[src/rtl/b02_pulse_window_counter.sv]
// Counts single-cycle pulses over back-to-back windows of WIN cycles and hands
// each saturated total to a valid/ready consumer, flagging overwritten results.
module b02_pulse_window_counter #(
  parameter int WIN = 16,
  parameter int CW  = 5
) (
  input  logic          clock,
  input  logic          reset,
  input  logic          enable,
  input  logic          u_in,
  input  logic          ready,
  input  logic          clr_lost,
  output logic [CW-1:0] count,
  output logic          valid,
  output logic          lost,
  output logic          busy
);

  localparam int CYW = (WIN > 2) ? $clog2(WIN) : 1;
  localparam logic [CYW-1:0] LAST = CYW'(WIN - 1);

  typedef enum logic {IDLE, COUNT} state_t;

  state_t         state_reg, state_next;
  logic [CW-1:0]  acc_reg, acc_next;
  logic [CYW-1:0] cyc_reg, cyc_next;
  logic [CW-1:0]  count_reg, count_next;
  logic           valid_reg, valid_next;
  logic           lost_reg, lost_next;
  logic           close;
  logic [CW:0]    sum_ext;
  logic [CW-1:0]  acc_sat;

  // One extra bit catches the carry so the total clamps instead of wrapping.
  assign sum_ext = {1'b0, acc_reg} + {{CW{1'b0}}, u_in};
  assign acc_sat = sum_ext[CW] ? {CW{1'b1}} : sum_ext[CW-1:0];

  always_ff @(posedge clock or negedge reset) begin
    if (!reset) begin
      state_reg <= IDLE;
      acc_reg   <= '0;
      cyc_reg   <= '0;
      count_reg <= '0;
      valid_reg <= 1'b0;
      lost_reg  <= 1'b0;
    end else begin
      state_reg <= state_next;
      acc_reg   <= acc_next;
      cyc_reg   <= cyc_next;
      count_reg <= count_next;
      valid_reg <= valid_next;
      lost_reg  <= lost_next;
    end
  end

  always_comb begin
    state_next = state_reg;
    acc_next   = acc_reg;
    cyc_next   = cyc_reg;
    count_next = count_reg;
    valid_next = valid_reg;
    lost_next  = lost_reg;
    close      = 1'b0;

    case (state_reg)
      IDLE: begin
        if (enable) begin
          state_next = COUNT;
          acc_next   = '0;
          cyc_next   = '0;
        end
      end
      COUNT: begin
        if (!enable) begin
          state_next = IDLE;
          acc_next   = '0;
          cyc_next   = '0;
        end else if (cyc_reg == LAST) begin
          // Closing edge: its own pulse is included and the next window starts
          // on the following edge without a gap.
          close      = 1'b1;
          count_next = acc_sat;
          acc_next   = '0;
          cyc_next   = '0;
        end else begin
          acc_next = acc_sat;
          cyc_next = cyc_reg + 1'b1;
        end
      end
      default: state_next = IDLE;
    endcase

    if (close) begin
      valid_next = 1'b1;
    end else if (valid_reg && ready) begin
      valid_next = 1'b0;
    end

    // Setting has priority over clearing when both land on the same edge.
    if (close && valid_reg && !ready) begin
      lost_next = 1'b1;
    end else if (clr_lost) begin
      lost_next = 1'b0;
    end
  end

  assign count = count_reg;
  assign valid = valid_reg;
  assign lost  = lost_reg;
  assign busy  = (state_reg == COUNT);

endmodule
[config.mk]
export PLATFORM = sky130hd
export DESIGN_NAME = b02_pulse_window_counter
export DESIGN_NICKNAME = d
export VERILOG_FILES = /design/src/rtl/b02_pulse_window_counter.sv
export SDC_FILE = /design/constraint.sdc
export NUM_CORES = 1
export LEC_CHECK = 0
export ABC_CLOCK_PERIOD_IN_PS = 2200
export BUFFER_PORTS_ARGS = -buffer_cell sky130_fd_sc_hd__buf_2
export CAP_MARGIN = 25
export CELL_PAD_IN_SITES_DETAIL_PLACEMENT = 1
export CELL_PAD_IN_SITES_GLOBAL_PLACEMENT = 1
export CORE_MARGIN = 4
export CORE_UTILIZATION = 41
export DETAILED_ROUTE_END_ITERATION = 7
export PLACE_DENSITY_LB_ADDON = 0.1
export SYNTH_ARGS = -nofsm -noshare
export SYNTH_HDL_FRONTEND = slang
export SYNTH_SLANG_ARGS = --single-unit
export TNS_END_PERCENT = 1
[constraint.sdc]
create_clock -name clock -period 2.2 [get_ports clock]
set_clock_uncertainty 0.1 [all_clocks]
set_input_delay 0.33 -clock clock [delete_from_list [all_inputs] [get_ports clock]]
set_output_delay 0.33 -clock clock [all_outputs]
set_load 0.03 [all_outputs]
==> flow_summary_export.csv <==
group,metric,value,unit
status,outcome,"completed",
grt,pin_count_of_the_biggest_net_entering_global_routing,18,
floorplan,die_y,52.95,um
sta,period_share,74.55,%
yosys,syn_nets,87,
floorplan,num_ports,14,
yosys,synth_cell_types,32,
yosys,synth-warning-count,0,
critical_path,worstSetupStartpointType,"register",
layout,fill_cells,210,
cts,tritoncts.num_buffers,3,
floorplan,die_area,0.002803,mm2
floorplan,die_x,52.95,um
hold_path,min-delay-path-class,"in -> reg",
cts,clock_latency,0.30,ns
critical_path,cp.required,2.29,ns
placement,dpl.hpwl,1376,um
layout,area_delta_synth_final,14.20,%
sta,timing.slew.headroom,65.26,%
cts,path_clk_slew,0.10,ns
power,p_leak,0.0004629,uW
power,switching_share,24.68,%
placement,routabilityCongestion,0.7419,
yosys,postSynthRegisterBits,17,
power,clock_power_share,31.4,%
cts,htree_levels,1,
floorplan,core.rowCount,15,
critical_path,timing.setup.critical_path_class,"reg -> reg",
sta,fmax,0.6097,GHz
critical_path,path_max_fanout,5,
layout,design_area,945.9,um2
power,power_report.internal_total,400.7,uW
grt,first_global_vias,730,
placement,dpl-instance-area,908.4,um2
routing,via_count_of_the_routed_design,655,
layout,antenna-diode-count,0,
routing,drt_drc_violations_left,0,
yosys,syn-mean-instance-area,10.62,um2
sta,max_slew.worst_pin.slew,0.5191,ns
layout,layout.cells.most_common,"dfrtp_1",
routing,post_drt_via_cell_ratio,5.504,
cts,cts_buffer_depth,2,
critical_path,cp-end-kind,"register",
critical_path,worst_ep_arrival_time,1.73,ns
layout,finalNetCount,104,
routing,firstDrtPassIters,3,
grt,grt_total_usage,16.25,%
grt,grt-ovfl-total,0,
yosys,ys_async_sr_fraction,100.0,%
cts,cts.sinks,17,
cts,cts_tree,"built",
power,peakVddDrop,0.0004610,V
cts,cts_root_buffer,"clkbuf_4",
routing,post_drt_wl_per_cell,15.42,um
sta,final_hold_viol_count,0,
layout,final_layout_size_suffix_gt1_share,24.47,%
yosys,synth-seq-area-share,51.36,%
grt,antenna_found_initial,0,
sta,rsz0062_at_grt,"false",
job,max-cap-violations,0,
yosys,number_of_synthesized_flops_with_an_enable_pin,0,
power,power_frac_comb,7.7,%
yosys,syn_inst,78,
routing,antenna_violating_nets_post_route,0,
floorplan,initial_utilization,45.50,%
yosys,synth-main-ff-cell,"dfrtp_1",
power,power.density,562.4,mW/mm2
routing,drt_first_iter_violations,5,
sta,timing.final.ws_setup,0.5599,ns
sta,period_needed,1.640,ns
layout,stdcell_count,119,
floorplan,core-area,0.001821,mm2
layout,mostFrequentLayoutCells,"dfrtp_1 (17), buf_2 (13), o21ai_0 (11)",
grt,grt_pass1_wl,3229,um
power,p_seq_share,60.9,%
power,total_switching_power,131.3,uW
sta,setup-tns-final,0,ns
placement,io_buffers,13,
sta,final_max_slew_viol_count,0,
placement,number_of_cells_in_the_design_after_placement,114,
sta,whs,0.08008,ns
sta,setup-violations-final,0,
placement,post-place-ws,0.4785,ns
routing,postRouteWirelength,1835,um
yosys,synth.cell_area,828.3,um2
-- final timing paths --
check / start / end / slack [ns] / cells after the start
max: acc_reg[0]$_DFFE_PN0P_ / count[4]$_DFFE_PN0P_ / 0.56 / 5
min: enable / busy$_DFF_PN0_ / 0.08 / 1
max reg2reg: acc_reg[0]$_DFFE_PN0P_ / count[4]$_DFFE_PN0P_ / 0.56 / 5
min reg2reg: acc_reg[0]$_DFFE_PN0P_ / acc_reg[0]$_DFFE_PN0P_ / 0.41 / 2
max in group asynchronous: reset / acc_reg[0]$_DFFE_PN0P_ / 1.35 / 2
min in group asynchronous: reset / valid$_DFFE_PN0P_ / 0.38 / 2
-- stage by stage --
step | utilization (%) | total power (uW)
floorplan | - | 352.2
global placement | 49.90 | 368.8
detailed placement | 49.90 | 371.0
CTS | 51.96 | 543.6
global route | 51.96 | 568.4
finish | 51.96 | 532.0
-- cells by family (layout without fill, tap and decap cells) --
logic type / Yosys count / count (layout) / share of synthesized area, %
DFF: 17 / 17 / 51.36
adders and majority gates: 3 / 3 / 4.532
muxes: 1 / 1 / 1.812
and+or+nand+nor: 22 / 22 / 14.81
buffers and inverters: 5 / 21 / 3.776
AOI/OAI and AO/OA: 30 / 30 / 23.72
-- synthesized netlist by cell type, types with 2 or more instances --
| cell | number | share of area, % |
|---|---|---|
| nor2b_1 | 3 | 2.3 |
| a31oi_1 | 3 | 2.3 |
| nand2_1 | 6 | 2.7 |
| o21ai_0 | 11 | 6.6 |
| a21oi_1 | 4 | 2.4 |
| dfrtp_1 | 17 | 51 |
| ha_1 | 3 | 4.5 |
| nor2_1 | 3 | 1.4 |
| a22o_1 | 2 | 2.1 |
| nand3_1 | 2 | 1.2 |
| inv_1 | 2 | 0.91 |
| o21ai_1 | 2 | 1.2 |
-- area by class of cell --
type	instances	area [um2]	share of cell area [%]
Tap cell	25	31.28	3.307
Clock buffer	3	22.52	2.381
Clock inverter	1	5.005	0.5291
Multi-Input combinational cell	56	371.6	39.29
Inverter	2	7.507	0.7937
Sequential cell	17	425.4	44.97
Timing Repair Buffer	15	82.58	8.730
-- worst max-delay path, cell delays in order (launching register included) --
cell	delay [ns]
dfrtp_1	0.39
ha_1	0.24
ha_1	0.25
a31oi_1	0.21
a41oi_2	0.06
mux2_4	0.28
-- repair_timing --
action,CTS,global route
hold buffers,1,0
gates resized for setup,0,0
setup buffers,0,0
hold endpoints to repair,17,0
-- power groups by stage --
stage	Sequential, uW	Clock [uW]	Combinational (uW)
final	324	167	40.8
after CTS	324	177	42.2
after global routing	326	196	46.7
after detailed placement	330	0	40.7
after floorplan	331	0	20.9
after global placement	330	0	38.8
-- layer usage --
layer / track usage [%] / wire, um
met3: 4.225 / 55
met1: 18.77 / 843
met2: 27.48 / 907
met5: 0 / 0
met4: 8.085 / 29
No activity file was read; power rests on OpenSTA's default activity.
